===== src/rtl/pong_ball_engine.sv =====
// Pong ball engine: serve/play/score sequencing, ball stepping,
// wall and paddle bounces, and per-hit speed-up with a floor.
module pong_ball_engine #(
    parameter int GAME_WIDTH    = 40,
    parameter int GAME_HEIGHT   = 30,
    parameter int COORD_W       = 6,
    parameter int PADDLE_HEIGHT = 6,
    parameter int P1_COL        = 1,
    parameter int P2_COL        = GAME_WIDTH - 2,
    parameter int SPEED_INIT    = 1250000,
    parameter int SPEED_MIN     = 312500,
    parameter int SPEED_STEP    = 125000,
    parameter int SERVE_DELAY   = 25000000
) (
    input  logic               clock,
    input  logic               reset,
    input  logic               game_active,
    input  logic [COORD_W-1:0] paddle1_y,
    input  logic [COORD_W-1:0] paddle2_y,
    output logic [COORD_W-1:0] ball_x,
    output logic [COORD_W-1:0] ball_y,
    output logic               ball_visible,
    output logic               p1_score,
    output logic               p2_score
);

    typedef enum logic [1:0] {
        IDLE,
        SERVE,
        PLAY,
        SCORED
    } state_t;

    localparam int CW1 = COORD_W + 1;

    localparam logic [COORD_W-1:0] X_CTR   = COORD_W'(GAME_WIDTH / 2);
    localparam logic [COORD_W-1:0] Y_CTR   = COORD_W'(GAME_HEIGHT / 2);
    localparam logic [COORD_W-1:0] X_MAX   = COORD_W'(GAME_WIDTH - 1);
    localparam logic [COORD_W-1:0] Y_MAX   = COORD_W'(GAME_HEIGHT - 1);
    localparam logic [COORD_W-1:0] X_L_HIT = COORD_W'(P1_COL + 1);
    localparam logic [COORD_W-1:0] X_R_HIT = COORD_W'(P2_COL - 1);
    localparam logic [CW1-1:0]     PAD_H   = CW1'(PADDLE_HEIGHT);

    localparam logic [23:0] SPD_INIT = 24'(SPEED_INIT);
    localparam logic [23:0] SPD_MIN  = 24'(SPEED_MIN);
    localparam logic [23:0] SPD_STEP = 24'(SPEED_STEP);
    localparam logic [24:0] SPD_KNEE = 25'(SPEED_MIN) + 25'(SPEED_STEP);
    localparam logic [31:0] SRV_LAST = 32'(SERVE_DELAY - 1);

    state_t             state_q, state_d;
    logic [COORD_W-1:0] x_q, x_d;
    logic [COORD_W-1:0] y_q, y_d;
    logic               dir_x_q, dir_x_d;
    logic               dir_y_q, dir_y_d;
    logic [23:0]        speed_q, speed_d;
    logic [23:0]        tick_q, tick_d;
    logic [31:0]        srv_q, srv_d;
    logic               p1_win_q, p1_win_d;

    // Window test is done one bit wider so paddles near the top code never wrap.
    function automatic logic in_win(
        input logic [COORD_W-1:0] py,
        input logic [COORD_W-1:0] by
    );
        logic [CW1-1:0] lo;
        logic [CW1-1:0] b;
        lo = {1'b0, py};
        b  = {1'b0, by};
        return (b >= lo) && (b < lo + PAD_H);
    endfunction

    function automatic logic [23:0] faster(input logic [23:0] s);
        if ({1'b0, s} >= SPD_KNEE) begin
            return s - SPD_STEP;
        end
        return SPD_MIN;
    endfunction

    always_comb begin
        state_d  = state_q;
        x_d      = x_q;
        y_d      = y_q;
        dir_x_d  = dir_x_q;
        dir_y_d  = dir_y_q;
        speed_d  = speed_q;
        tick_d   = tick_q;
        srv_d    = srv_q;
        p1_win_d = p1_win_q;

        unique case (state_q)
            IDLE: begin
                x_d     = X_CTR;
                y_d     = Y_CTR;
                speed_d = SPD_INIT;
                tick_d  = '0;
                srv_d   = '0;
                if (game_active) begin
                    state_d = SERVE;
                end
            end
            SERVE: begin
                x_d    = X_CTR;
                y_d    = Y_CTR;
                tick_d = '0;
                if (srv_q == SRV_LAST) begin
                    srv_d   = '0;
                    state_d = PLAY;
                end else begin
                    srv_d = srv_q + 32'd1;
                end
            end
            PLAY: begin
                if (tick_q == speed_q - 24'd1) begin
                    tick_d = '0;
                    // A miss freezes the ball so the scoring cycle sees where it left.
                    if (!dir_x_q && x_q == '0) begin
                        state_d  = SCORED;
                        p1_win_d = 1'b0;
                    end else if (dir_x_q && x_q == X_MAX) begin
                        state_d  = SCORED;
                        p1_win_d = 1'b1;
                    end else begin
                        if (dir_y_q && y_q == Y_MAX) begin
                            dir_y_d = 1'b0;
                            y_d     = y_q - 1'b1;
                        end else if (!dir_y_q && y_q == '0) begin
                            dir_y_d = 1'b1;
                            y_d     = y_q + 1'b1;
                        end else begin
                            y_d = dir_y_q ? y_q + 1'b1 : y_q - 1'b1;
                        end

                        if (!dir_x_q && x_q == X_L_HIT && in_win(paddle1_y, y_q)) begin
                            dir_x_d = 1'b1;
                            x_d     = x_q + 1'b1;
                            speed_d = faster(speed_q);
                        end else if (dir_x_q && x_q == X_R_HIT && in_win(paddle2_y, y_q)) begin
                            dir_x_d = 1'b0;
                            x_d     = x_q - 1'b1;
                            speed_d = faster(speed_q);
                        end else begin
                            x_d = dir_x_q ? x_q + 1'b1 : x_q - 1'b1;
                        end
                    end
                end else begin
                    tick_d = tick_q + 24'd1;
                end
            end
            SCORED: begin
                x_d     = X_CTR;
                y_d     = Y_CTR;
                speed_d = SPD_INIT;
                tick_d  = '0;
                srv_d   = '0;
                dir_x_d = p1_win_q;
                dir_y_d = ~dir_y_q;
                state_d = SERVE;
            end
        endcase

        if (!game_active) begin
            state_d = IDLE;
            x_d     = X_CTR;
            y_d     = Y_CTR;
            speed_d = SPD_INIT;
            tick_d  = '0;
            srv_d   = '0;
        end
    end

    always_ff @(posedge clock) begin
        if (reset) begin
            state_q  <= IDLE;
            x_q      <= X_CTR;
            y_q      <= Y_CTR;
            dir_x_q  <= 1'b1;
            dir_y_q  <= 1'b1;
            speed_q  <= SPD_INIT;
            tick_q   <= '0;
            srv_q    <= '0;
            p1_win_q <= 1'b0;
        end else begin
            state_q  <= state_d;
            x_q      <= x_d;
            y_q      <= y_d;
            dir_x_q  <= dir_x_d;
            dir_y_q  <= dir_y_d;
            speed_q  <= speed_d;
            tick_q   <= tick_d;
            srv_q    <= srv_d;
            p1_win_q <= p1_win_d;
        end
    end

    assign ball_x       = x_q;
    assign ball_y       = y_q;
    assign ball_visible = (state_q == PLAY);
    assign p1_score     = (state_q == SCORED) && p1_win_q;
    assign p2_score     = (state_q == SCORED) && !p1_win_q;

endmodule

===== config.mk =====
export PLATFORM = sky130hd
export DESIGN_NAME = pong_ball_engine
export DESIGN_NICKNAME = d
export VERILOG_FILES = /design/src/rtl/pong_ball_engine.sv
export SDC_FILE = /design/constraint.sdc
export NUM_CORES = 1
export LEC_CHECK = 0
export BUFFER_PORTS_ARGS = -buffer_cell sky130_fd_sc_hd__buf_4
export CAP_MARGIN = 10
export CORE_MARGIN = 5
export CORE_UTILIZATION = 40
export CTS_BUF_LIST = sky130_fd_sc_hd__clkbuf_8
export DETAILED_ROUTE_END_ITERATION = 12
export PLACE_DENSITY = 0.61
export SYNTH_ARGS = -nofsm -noshare
export SYNTH_HDL_FRONTEND = slang
export SYNTH_SLANG_ARGS = --single-unit

===== constraint.sdc =====
create_clock -name clock -period 9.7 [get_ports clock]
set_input_delay 0.97 -clock clock [delete_from_list [all_inputs] [get_ports clock]]
set_output_delay 0.97 -clock clock [all_outputs]
set_load 0.005 [all_outputs]

==> run summary, run 1 <==
The flow ran to the end, and the final reports show no timing, DRC or antenna violations. The run gives 0 as the max-capacitance violation count. Dividing the detail-routed wire length by the instance count gives 14.27 um.

The most critical setup path has its endpoint at speed_q[6]. The clock net in this run drives a total of 95 sinks. Registers take 1902 um^2. The tools report the iteration count of the initial detailed-routing pass as 5. For this run the aggregate overflow at the end of global routing stands at 0.

The wire length of the first global-routing pass is 24,450 um. The core region is 15,770 um^2. The share of synthesized registers carrying an async set or reset works out to 0%.

The flop and latch count out of synthesis works out to 95. For this run, the leading register cell type out of synthesis is sky130_fd_sc_hd__dfxtp_1. Setup violations remaining at the end of the flow were counted as 0.

The most common cell after layout, fill and taps aside was sky130_fd_sc_hd__nor2_1. The count of placed standard cells including taps is 993, and the number of cell instances on the worst register-to-register path is 10. STA classifies the critical path endpoint as a register.

Headroom to the max-slew limit came out at 34.64%. Once the clock tree was built, the setup fixing pass inserted 0 buffers. The most heavily used metal layer in global routing was met2. Derived from the worst setup path, the maximum achievable clock frequency is 0.2296 GHz. After technology mapping, the gate count stands at 780. The worst hold-check path type was register to register.

The number of H-tree branching levels was 3; the setup total negative slack was 0 ns. The number of core rows was 46. During placement, the flow inserted port buffers numbering 29. The clock-pin transition on the worst setup and hold timing paths came out at 0.11 ns.

Library cell used as clock root buffer: sky130_fd_sc_hd__clkbuf_8. The die covers 18,620 um^2. The cell with the largest stage delay on the worst path is sky130_fd_sc_hd__a2111oi_4.

The final-layout fill cell count is 1,620, and the initial core utilization is 40.55%. The per-instance average area after synthesis was 8.199 um^2; the final core utilization was 43.75%. The share of Yosys cell area claimed by the top area cell type came out at 29.74%. Entering global routing, the biggest net connects 37 pins. The final layout contains routed wiring with a total length of 14,400 um. The number of DRC violations after detailed-routing iteration 0 was 369.

At the pin with the least slew margin, the transition time is 0.9772 ns. In the global route stage, met2 resource usage came out at 26.17%. In this run the deepest clock path goes through 2 buffers. For the worst-skew pair, the clock arrives at the later sink with an insertion delay of 0.39 ns.

In the layout the commonest cells are sky130_fd_sc_hd__nor2_1, sky130_fd_sc_hd__dfxtp_1, sky130_fd_sc_hd__nand2_1. Along the worst path, the maximum fanout reaches 36. The tools report the total leakage power as 2.437 nW. The class of the most critical setup path is register to register.

The number of resized instances in the post-cts repair step is 0, and the overall routing resource usage is 16.09%. The congestion estimate from routability-driven global placement came to 0.8261. The via density per instance was 5.356; the arrival time at the worst endpoint was 4.65 ns.

The routed design could run at a clock period as short as 4.356 ns. The die span in y was 136.4 um. The final net count came out at 848.

The run gives 0 as the count of pins over their slew limit. Global routing consumed, on the met1 layer, 21.66% of the routing resources. Ranked by total cell area, the synthesized netlist is headed by sky130_fd_sc_hd__dfxtp_1, sky130_fd_sc_hd__ha_1, sky130_fd_sc_hd__xnor2_1. Traced cell by cell, the critical path runs through inv_1 > ha_1 > or3b_2 > nor4_4 > and4_1 > o2111ai_1 > a2111oi_4 > a41oi_4 > or2_1 > o311ai_1.

Power density of the placed cells: 107.0 nW/um^2. sky130_fd_sc_hd__dfxtp_1 takes more of the synthesized area than any other cell. Yosys mapped the design onto 75 distinct sky130hd cell types. The initial antenna violation count was 0; the number of flops mapped to enable cells by yosys was 0. The logs give 0 for the number of hold-slack violations in the final timing report and 0.00006372 V for the worst vdd rail ir drop. TritonCTS built the clock tree. Sort of element at the start of the critical path: a register. For this block, the via count after detailed routing is 5,404.

Buffers inserted during clock tree synthesis total 9. The area growth from synthesis to layout is 7.885%, and the post-route antenna net violation count is 0. The reg-to-reg startpoint is speed_q[3]. After the flow finishes, the layout carries non-filler instances totaling 1,009. The worst clock skew on the final layout came out at 0.01738 ns. The HPWL after detailed placement is 10,730 um. During I/O placement, the number of pins put on the boundary was 30.

During synthesis, Yosys emitted a total of 0 warnings. The via count of the first global-routing pass came out at 5,008. The endpoint identified for the worst register-to-register timing path is speed_q[6]. The logs give 4182 um^2 for the area of combinational cells with multiple inputs and 0 for the count of unresolved DRC violations after routing.

On the worst path, the slowest cell contributes a delay of 0.66 ns. The fraction of met3 tracks used by global routing came out at 2.776%. The run gives 0 as the count of hold buffers inserted by post-cts repair. The worst path required time was 9.99 ns. For this run, the register share of the synthesized area comes to 29.74%.

The floorplan step set the die width to 136.4 um. The number of nets in the synthesized netlist is 840. The post-route fraction of the period consumed by the critical path works out to 44.91%. Setup repair after global routing left no endpoint under its margin. The post-synth design cell area is 6395 um^2. The depth of the worst hold-timing path came out at 1. The tools report the first element of the critical path as speed_q[3].

The repair_antennas step left the layout with diodes totalling 0. The worst register-to-register path has a setup slack of 5.34 ns. In the final layout, the share of cells above drive strength 1 is 9.332%.
state kept, by name (all words and copies together), names as in the netlist:
| register | count |
|---|---|
| state_q | 2 |
| ball_y | 6 |
| tick_q | 24 |
| p1_win_q | 1 |
| dir_x_q | 1 |
| ball_x | 6 |
| speed_q | 22 |
| dir_y_q | 1 |
| srv_q | 32 |
metal layers:
| metal | vias to the layer above | part of all wire, % |
|---|---|---|
| met4 | 0 | 1.5 |
| met2 | 103 | 46 |
| met3 | 15 | 4.5 |
| met1 | 2502 | 49 |
| li1 | 2784 | - |
| met5 | - | 0 |
stage by stage:
stage	hold WS [ns]	area, um^2	power, mW	setup WS (ns)
after floorplan	0.4297	6395	0.4650	6.155
after global placement	0.4508	6703	0.4815	5.405
after detailed placement	0.4566	6703	0.4813	5.373
after CTS	0.4806	6899	0.7516	5.357
after global routing	0.5130	6899	0.7758	4.988
final	0.4799	6899	0.7385	5.344
cells in the mapped netlist (7+ instances only):
| cell | n |
|---|---|
| sky130_fd_sc_hd__xor2_1 | 39 |
| sky130_fd_sc_hd__and2_1 | 8 |
| sky130_fd_sc_hd__xnor2_1 | 49 |
| sky130_fd_sc_hd__nor2b_1 | 7 |
| sky130_fd_sc_hd__or3_1 | 17 |
| sky130_fd_sc_hd__buf_6 | 7 |
| sky130_fd_sc_hd__nor3_1 | 19 |
| sky130_fd_sc_hd__o211ai_1 | 8 |
| sky130_fd_sc_hd__ha_1 | 45 |
| sky130_fd_sc_hd__a21oi_1 | 27 |
| sky130_fd_sc_hd__dfxtp_1 | 95 |
| sky130_fd_sc_hd__nand4_1 | 17 |
| sky130_fd_sc_hd__nand2_1 | 53 |
| sky130_fd_sc_hd__nor4_1 | 12 |
| sky130_fd_sc_hd__clkbuf_1 | 18 |
| sky130_fd_sc_hd__or4_1 | 8 |
| sky130_fd_sc_hd__nor2_1 | 112 |
| sky130_fd_sc_hd__and3_1 | 15 |
| sky130_fd_sc_hd__a21o_1 | 7 |
| sky130_fd_sc_hd__inv_1 | 29 |
| sky130_fd_sc_hd__o21ai_0 | 32 |
| sky130_fd_sc_hd__nand3_1 | 33 |
power breakdown:
group,total [mW],switching (mW),leakage [nW],internal (mW)
Clock,0.266,0.164,0.0974,0.102
Combinational,0.0723,0.0420,1.57,0.0303
Sequential,0.400,0.00724,0.767,0.393
Total,0.738,0.213,2.44,0.525
critical path: cells and delay by family, from the launching register on:
family / cells / cell delay [ns]
AOI/OAI and AO/OA: 4 / 1.71
buffers and inverters: 1 / 0.16
adders and majority gates: 1 / 0.30
and+or+nand+nor: 4 / 1.72
DFF: 1 / 0.35
cell families (layout without fill, tap and decap cells):
kind of cell,Yosys count,in the layout,synth area share [%]
AO/OA/AOI/OAI,140,140,15.89
buffers and inverters,64,77,4.930
multiplexers,6,6,0.9783
XOR/XNOR,88,88,12.05
AND/OR/NAND/NOR,342,342,27.61
flip-flops,95,95,29.74
adder cells (fa/ha/maj),45,45,8.805
final cells by class:
cell class                      count  share of cell area [%]
Sequential cell                    95                   27.57
Tap cell                          216                   3.917
Clock buffer                        9                   1.795
Inverter                           29                   1.578
Clock inverter                      7                   1.052
Timing Repair Buffer               32                   3.482
Multi-Input combinational cell    621                   60.61
worst min-delay path by stage:
stage	startpoint	end
6_report	tick_q[0]	tick_q[0]
3_5_place_dp	tick_q[0]	tick_q[0]
3_3_place_gp	tick_q[0]	tick_q[0]
4_1_cts	tick_q[0]	tick_q[0]
2_1_floorplan	tick_q[0]	tick_q[0]
5_1_grt	tick_q[0]	tick_q[0]
(Power assumes the default switching activity.)
==> run 2: changes to the inputs <==
clock period = 4.2 ns   (was 9.7 ns; I/O delays follow)
==> run 2 against run 1 <==
Clock skew is 0.0036 ns higher. Highest routed layer unchanged. Register-to-register slack worse by 5.0 ns. Hold slack worse by 0.24 ns. Power is 130% higher. Largest power group unchanged. Die area stayed put.
==> run summary, run 2 (synthesis results as in run 1) <==
The flow ran to the end, and the final reports show no timing, DRC or antenna violations. Walking the worst path, the cells encountered are inv_1 > ha_1 > or3b_2 > nor4_4 > and4_1 > o2111ai_1 > a2111oi_4 > buf_4 > nand2_1 > or3_1 > a21oi_1. The maximum clock insertion buffer count was 2 (unchanged); the arrival time at the worst endpoint was 4.15 ns (-0.50 ns).

Leaving out fill and tap cells, the most frequent cell in the layout is sky130_fd_sc_hd__nor2_1. The run gives 53.1% (-1.1 points) as the fraction of power consumed by sequential logic. In this design, the largest share of critical-path delay is due to simple AND/OR/NAND/NOR gates. The die span in x was 136.4 um (unchanged). The fraction of met3 tracks used by global routing was 2.924% (+0.15 points); the count of hold buffers inserted by post-cts repair was 0 (unchanged).

The tools report the initial antenna violation count as 0 (unchanged). The critical path buffer and inverter count works out to 2 (+1). The run gives 0 (unchanged) as the number of resized instances in the post-cts repair step. The worst register-to-register path begins at speed_q[3]. The clock-pin transition on the worst setup and hold timing paths was 0.11 ns (about the same).

The largest fanout of any net on the critical path is 20 (-44%), and the area growth from synthesis to layout is 9.196%. The overall routing resource usage came out at 16.07% (-0.019 points). The via count was 5,430 (+0.48%). The number of placed I/O pins is 30 (unchanged).

The average wire length per cell after detail routing works out to 14.28 um (about the same). The tools report the number of DRC violations after detailed-routing iteration 0 as 284 (-23%). The total core area was 15,770 um^2 (unchanged); the port buffer count was 29 (unchanged). The post-route antenna net violation count was 0 (unchanged). The run gives 1902 um^2 (unchanged) as the area taken by flip-flops and latches. The power density of the placed cells came out at 248.5 nW/um^2 (+130%). The first element of the critical path is speed_q[3]. The largest individual stage delay along the critical path comes from the cell sky130_fd_sc_hd__or3b_2. For the area of all placed cells without fillers, the log shows 6983 um^2 (+1.2%). The time the final worst path needs with I/O delays and setup came out at 3.822 ns (-0.5344 ns). The run gives 0 (unchanged) as the count of pins over their slew limit. Total cell area at the placement stage: 6778 um^2 (+1.1%). The most flop-heavy register is srv_q. The delay of the slowest critical-path stage works out to 0.56 ns (-0.10 ns). The tools report the sort of element at the start of the critical path as a register. The iteration count of the initial detailed-routing pass is 4 (-1). Most heavily used metal layer in global routing: met2. For the count of unresolved DRC violations after routing, the log shows 0 (unchanged). The min-delay analysis places its worst path in the category input port to register. Number of post-CTS setup repair buffers: 0 (unchanged). The total wirelength of the detailed-routed design was 14,550 um (+1.0%); the internal power of the cells was 1.223 mW (+130%). The met2 capacity usage during global routing was 25.92% (-0.25 points); the post-route fraction of the period consumed by the critical path was 90.99% (+46 points).

The tools report the final-layout fill cell count as 1,634 (+0.86%). The number of cell instances on the worst register-to-register path is 11 (+1). The setup total negative slack was 0 ns (unchanged); the number of H-tree branching levels was 3 (unchanged). The library cell used as clock root buffer is sky130_fd_sc_hd__clkbuf_8. The logs give 18,620 um^2 (unchanged) for the die footprint and 2.491 nW (+2.2%) for the total leakage power. The logs give 858 (+1.2%) for the final net count and 9 (unchanged) for the number of buffers inserted during clock tree synthesis. The run gives 0.0001398 V (+120%) as the worst vdd rail ir drop.

Setup repair after global routing left no endpoint under its margin. For the final-report setup violation count, the log shows 0 (unchanged). The logs give 0 (unchanged) for the number of hold-slack violations in the final timing report and 0.40 ns (about the same) for the source-to-sink clock delay at the later pin of the worst-skew pair.

TritonCTS built the clock tree. The logs give 0.02098 ns (+0.003597 ns) for the worst clock skew on the final layout and 5,062 (+1.1%) for the via count of the first global-routing pass. The worst register-to-register path ends at ball_x[3]. The largest registers in the layout are srv_q: 32 flops, tick_q: 24 flops, speed_q: 22 flops. For the clock sink count, the log shows 95 (unchanged). The number of flip-flops in the largest register was 32 (unchanged); the worst path required time was 4.53 ns (-5.46 ns).

The fraction of power consumed by combinational cells was 10.2% (+0.4 points). The final antenna diode count was 0 (unchanged). Class of the most critical setup path: register to register. The reported net switching power was 0.5119 mW (+140%); the fmax was 0.2617 GHz (+14%). The switching part of the total power came out at 29.50% (+0.62 points). In the layout the commonest cells are sky130_fd_sc_hd__nor2_1, sky130_fd_sc_hd__dfxtp_1, sky130_fd_sc_hd__nand2_1.

The via density per instance was 5.329 (-0.50%). The total global routing overflow was 0 (unchanged); the number of gates on the worst path with buffers counted was 11 (+1). Internal reg-to-reg setup slack: 0.38 ns (-4.97 ns).

The number of core rows is 46 (unchanged). Transition time at the pin with the least slew margin: 0.7105 ns (-0.2667 ns). For the max-capacitance violation count, the log shows 0 (unchanged). The run gives 36.6% (+0.6 points) as the clock network fraction of design power.

In this run the worst setup path terminates at ball_x[3]. The tools report the placer congestion estimate as 0.8697 (+5.3%). The wire length of the first global-routing pass was 24,650 um (+0.79%); the share of final-layout standard cells stronger than drive strength 1 was 10.46% (+1.1 points). The pin count of the biggest net entering global routing is 32 (-14%).

Met1 usage: 21.85% (+0.19 points). The run gives 40.55% (unchanged) as the initial core utilization. The die span in y works out to 136.4 um (unchanged). The worst slew margin relative to its limit was 52.03% (+17 points); the area of combinational cells with multiple inputs was 4182 um^2 (unchanged). STA classifies the critical path endpoint as a register.

The run gives 10,910 um (+1.7%) as the detailed placement HPWL.
run 2: cell types whose count changed in the layout (fill, tap and decap cells not counted):
cell                         previous run  this run
sky130_fd_sc_hd__buf_4                 32        42
sky130_fd_sc_hd__clkinv_4               0         1
sky130_fd_sc_hd__clkinv_8               1         2
sky130_fd_sc_hd__clkinvlp_4             1         0
sky130_fd_sc_hd__inv_6                  3         2
run 2: worst reg2reg max path, delay by kind of cell, from the launching register on:
kind / cells / cell delay [ns]
flip-flops: 1 / 0.35
buffers and inverters: 2 / 0.40
AO/OA/AOI/OAI: 3 / 0.74
AND/OR/NAND/NOR: 5 / 2.01
adder cells (fa/ha/maj): 1 / 0.29
run 2: cell type report:
type	instances	area share (%)
inverters	29	1.559
flip-flops and latches	95	27.24
clock inverters	7	1.165
multi-input cells	621	59.88
well taps	216	3.870
repair buffers	42	4.515
clock buffers	9	1.774
run 2: power groups by stage:
stage / Combinational (mW) / Clock, mW / Sequential, mW
floorplan: 0.140 / 0 / 0.934
global placement: 0.177 / 0 / 0.942
detailed placement: 0.178 / 0 / 0.942
CTS: 0.179 / 0.660 / 0.921
global route: 0.199 / 0.688 / 0.924
finish: 0.177 / 0.636 / 0.922
run 2: metrics by stage:
stage	instances	power [mW]	utilization [%]	hold slack, ns	setup WS (ns)
6_report	1019	1.735	44.28	0.2395	0.3784
3_5_place_dp	1003	1.119	42.98	0.4590	0.4167
3_3_place_gp	1003	1.119	42.98	0.4483	0.5024
4_1_cts	1019	1.760	44.28	0.2121	0.3942
2_1_floorplan	780	1.074	-	0.4297	0.6552
5_1_grt	1019	1.811	44.28	0.2178	0.06173
run 2: how the worst min path moves through the flow:
| stage | startpoint | cells past startpoint | end |
|---|---|---|---|
| CTS | reset | 2 | p1_win_q |
| finish | reset | 2 | p1_win_q |
| global placement | tick_q[0] | 1 | tick_q[0] |
| global route | reset | 2 | p1_win_q |
| detailed placement | tick_q[0] | 1 | tick_q[0] |
| floorplan | tick_q[0] | 1 | tick_q[0] |
run 2: routing by layer:
layer | vias to the layer above | part of all wire [%]
met3 | 16 | 3.6
met1 | 2525 | 50
met5 | - | 0
met2 | 79 | 45
met4 | 0 | 1.4
li1 | 2810 | -
==> run 3: changes to the inputs <==
ABC_AREA = 1   (was not set)
CTS_CLUSTER_DIAMETER = 50   (was not set)
==> run 3 against run 2 <==
Combinational power increased by 82%. Synthesized area grew 19%. Utilization down 0.86 points. Via count up 37%. Critical path type unchanged. Maximum frequency is 31% higher. First-iteration DRC count rose by 55%. Hold slack got worse by 0.051 ns. Count of clock-buffer cells in the layout rose by 1. Final area increased by 16%. Power is 9.5% higher. Global-route usage increased by 2.0 points.
==> run summary, run 3 <==
The transition time at the pin with the least slew margin was 0.6420 ns (-0.06854 ns); the post-route antenna net violation count was 0 (unchanged). The tools report the worst clock skew on the final layout as 0.01475 ns (-0.006230 ns). Number of H-tree branching levels: 3 (unchanged).

The startpoint identified for the worst register-to-register timing path is speed_q[3]. The flop and latch count out of synthesis came out at 95 (unchanged). The number of hold-slack violations in the final timing report came out at 0 (unchanged). In the layout the commonest cells are sky130_fd_sc_hd__nand2_1, sky130_fd_sc_hd__nor2_1, sky130_fd_sc_hd__nand3_1. The pre-CTS setup slack came out at 1.144 ns (+0.7278 ns).

Of all cell types, the one taking the most synthesized area is sky130_fd_sc_hd__dfxtp_1. The total core area came out at 18,710 um^2 (+19%). The via density per instance was 5.158 (-3.2%). Number of resized instances in the post-cts repair step: 0 (unchanged). The number of flops mapped to enable cells by yosys was 0 (unchanged); the post-synth design cell area was 7592 um^2 (+19%). The number of post-CTS setup repair buffers was 0 (unchanged).

For this run, the leading register cell type out of synthesis is sky130_fd_sc_hd__dfxtp_1. Among the stages of the critical path, the cell type that occurs most often is sky130_fd_sc_hd__nand2_1. The run gives 25.05% (-4.7 points) as the share of synthesized area occupied by flip-flops and latches. By area the synthesized netlist is led by sky130_fd_sc_hd__dfxtp_1, sky130_fd_sc_hd__nand2_1, sky130_fd_sc_hd__nand3_1. Fmax: 0.3441 GHz (+31%).

Total global routing overflow: 0 (unchanged). The tools report the gate count after technology mapping as 1,194 (+53%). The worst hold-check path type is input port to register.

The detailed placement HPWL is 14,650 um (+34%), and the delay of the slowest critical-path stage is 0.40 ns (-0.16 ns). The internal reg-to-reg setup slack came out at 1.29 ns (+0.92 ns). The setup path with the least slack is of type register to register. The post-route fraction of the period consumed by the critical path works out to 69.20% (-22 points). The die footprint is 21,840 um^2 (+17%). The worst setup path is launched from a register.

The port buffer count was 29 (unchanged). The root buffer cell chosen for the clock tree is sky130_fd_sc_hd__clkbuf_8. The largest fanout of any net on the critical path came out at 36 (+80%).

The tools report the arrival time at the worst endpoint as 3.24 ns (-0.91 ns). The share of synthesized registers carrying an async set or reset is 0% (unchanged), and the area growth from synthesis to layout is 6.971%. For the max-capacitance violation count, the log shows 0 (unchanged). After synthesis, the most frequently instantiated cells are sky130_fd_sc_hd__nand2_1, sky130_fd_sc_hd__nor2_1, sky130_fd_sc_hd__nand3_1, sky130_fd_sc_hd__inv_1, sky130_fd_sc_hd__dfxtp_1. The share of Yosys cell area claimed by the top area cell type was 25.05% (-4.7 points); the number of flip-flops in the largest register was 32 (unchanged). The run gives 7,433 (+37%) as the via count. The total wirelength of the detailed-routed design was 19,080 um (+31%); the worst setup slack after layout was 1.294 ns (+0.9153 ns). The clock sink count was 95 (unchanged).

The power density of the placed cells was 233.9 nW/um^2 (-5.8%); the count of pins over their slew limit was 0 (unchanged). sky130_fd_sc_hd__nand2_1 is the most common cell in the netlist. The run gives 30 (unchanged) as the number of placed I/O pins. Setup repair after global routing left no endpoint under its margin. For the number of buffers inserted during clock tree synthesis, the log shows 9 (unchanged). The worst hold path begins at reset.

The placer congestion estimate was 0.8963 (+3.1%). The total leakage power is 3.445 nW (+38%). The yosys synthesis warning count came out at 0 (unchanged). The flow ran to the end, and the final reports show no timing, DRC or antenna violations. The type of element capturing the critical path was a register.

The count of unresolved DRC violations after routing is 0 (unchanged), and the clock-pin transition on the worst setup and hold timing paths is 0.11 ns (about the same). The worst path required time was 4.53 ns (about the same). The worst slew margin relative to its limit is 57.20% (+5.2 points), and the maximum clock insertion buffer count is 2 (unchanged). The count of different cell masters after synthesis was 42 (-44%). The time the final worst path needs with I/O delays and setup is 2.906 ns (-0.9153 ns).

The initial antenna violation count came out at 0 (unchanged). The tools report the number of DRC violations after detailed-routing iteration 0 as 441 (+55%). The wire length of the first global-routing pass came out at 33,410 um (+36%). The via count of the first global-routing pass is 6,927 (+37%), and the net count after synthesis is 1,254 (+49%).

The die span in x works out to 147.8 um (+8.3%). The most common cell after layout, fill and taps aside was sky130_fd_sc_hd__nand2_1. The average wire length per cell after detail routing works out to 13.24 um (-7.3%). The share of final-layout standard cells stronger than drive strength 1 was 8.699% (-1.8 points). The most flop-heavy register is srv_q.

Overall routing resource usage: 18.06% (+2.0 points). The slowest stage of the critical path is the sky130_fd_sc_hd__dfxtp_1 cell. TritonCTS built the clock tree. The pin count of the biggest net entering global routing came out at 37 (+16%).

The number of core rows was 50 (+8.7%). The tools report the final antenna diode count as 0 (unchanged). The per-instance average area after synthesis was 6.359 um^2 (-22%); the iteration count of the initial detailed-routing pass was 5 (+1).

Die span in y: 147.8 um (+8.3%). The first element of the critical path is speed_q[3]. The largest registers in the layout are srv_q: 32 flops, tick_q: 24 flops, speed_q: 22 flops. The setup total negative slack is 0 ns (unchanged), and the source-to-sink clock delay at the later pin of the worst-skew pair is 0.39 ns (about the same). The logs give 0 (unchanged) for the final-report setup violation count and 0.0002032 V (+45%) for the worst vdd rail ir drop. The final net count was 1,262 (+47%). For the count of hold buffers inserted by post-cts repair, the log shows 0 (unchanged).

The critical path goes through inv_1 > ha_1 > nand2_1 > nand2_1 > inv_2 > nand3_1 > o21bai_1 > nand3_1 > nor2_1 > nand2_1 > nor2_4 > nand2_4 > nand2_8 > nand2_1 > inv_1 > nor2_1 > nor2_1. The initial core utilization was 40.59% (about the same).
run 3: cell types whose count changed after synthesis, sizes merged, moves of 32 or more:
cell | previous run | this run
a21oi | 27 | 59
inv | 29 | 132
nand2 | 53 | 315
nand3 | 33 | 132
nor2 | 112 | 154
xnor2 | 49 | 15
run 3: path summary, 6_finish.rpt:
| check | end | cells after the start |
|---|---|---|
| setup / recovery | ball_y[5] | 17 |
| hold / removal | p1_win_q | 2 |
| setup reg to reg | ball_y[5] | 17 |
| hold reg to reg | srv_q[20] | 1 |
run 3: per-stage QoR:
| step | std cells | total power, mW | area, um^2 | hold WS (ns) | utilization, % |
|---|---|---|---|---|---|
| finish | 1441 | 1.900 | 8122 | 0.1885 | 43.42 |
| global route | 1441 | 2.017 | 8122 | 0.1805 | 43.42 |
| CTS | 1441 | 1.927 | 8122 | 0.1711 | 43.42 |
| detailed placement | 1425 | 1.290 | 7930 | 0.4630 | 42.39 |
| global placement | 1425 | 1.288 | 7930 | 0.4478 | 42.39 |
| floorplan | 1194 | 1.220 | 7592 | 0.4295 | - |
run 3: kinds of logic after synthesis:
| group | Yosys count | share of synthesized area, % |
|---|---|---|
| xor gates and xnor gates | 60 | 6.922 |
| AOI/OAI and AO/OA | 111 | 7.976 |
| and+or+nand+nor | 708 | 42.96 |
| adders and majority gates | 45 | 7.416 |
| buffers and inverters | 175 | 9.674 |
| DFF | 95 | 25.05 |
run 3: power breakdown:
part / leakage [nW] / internal [mW] / switching (mW) / total, mW
clock network: 0.0962 / 0.245 / 0.384 / 0.629
logic: 2.58 / 0.117 / 0.205 / 0.322
registers: 0.767 / 0.914 / 0.0344 / 0.949
total: 3.44 / 1.28 / 0.624 / 1.90
run 3: worst max-delay path: cells and delay by family (launching register included):
family / cells / cell delay [ns]
adder cells (fa/ha/maj): 1 / 0.22
AND/OR/NAND/NOR: 12 / 1.56
AO/OA/AOI/OAI: 1 / 0.25
flip-flops: 1 / 0.40
buffers and inverters: 3 / 0.45
run 3: final cells by class:
| type | count | area (um^2) |
|---|---|---|
| clock buffer | 10 | 137.6 |
| clock inverter | 6 | 53.80 |
| fill | 2011 | 10580 |
| inverter | 137 | 516.7 |
| multi-input combinational | 924 | 4956 |
| sequential | 95 | 1902 |
| tap | 234 | 292.8 |
| timing repair buffer | 35 | 262.8 |
run 3: per-layer routing:
metal | vias to the layer above | track usage (%) | share of wire (%)
li1 | 3910 | - | -
met1 | 3330 | 25.15 | 49
met2 | 164 | 28.33 | 44
met3 | 29 | 3.801 | 5.1
met4 | 0 | 5.033 | 1.9
met5 | - | 0 | 0
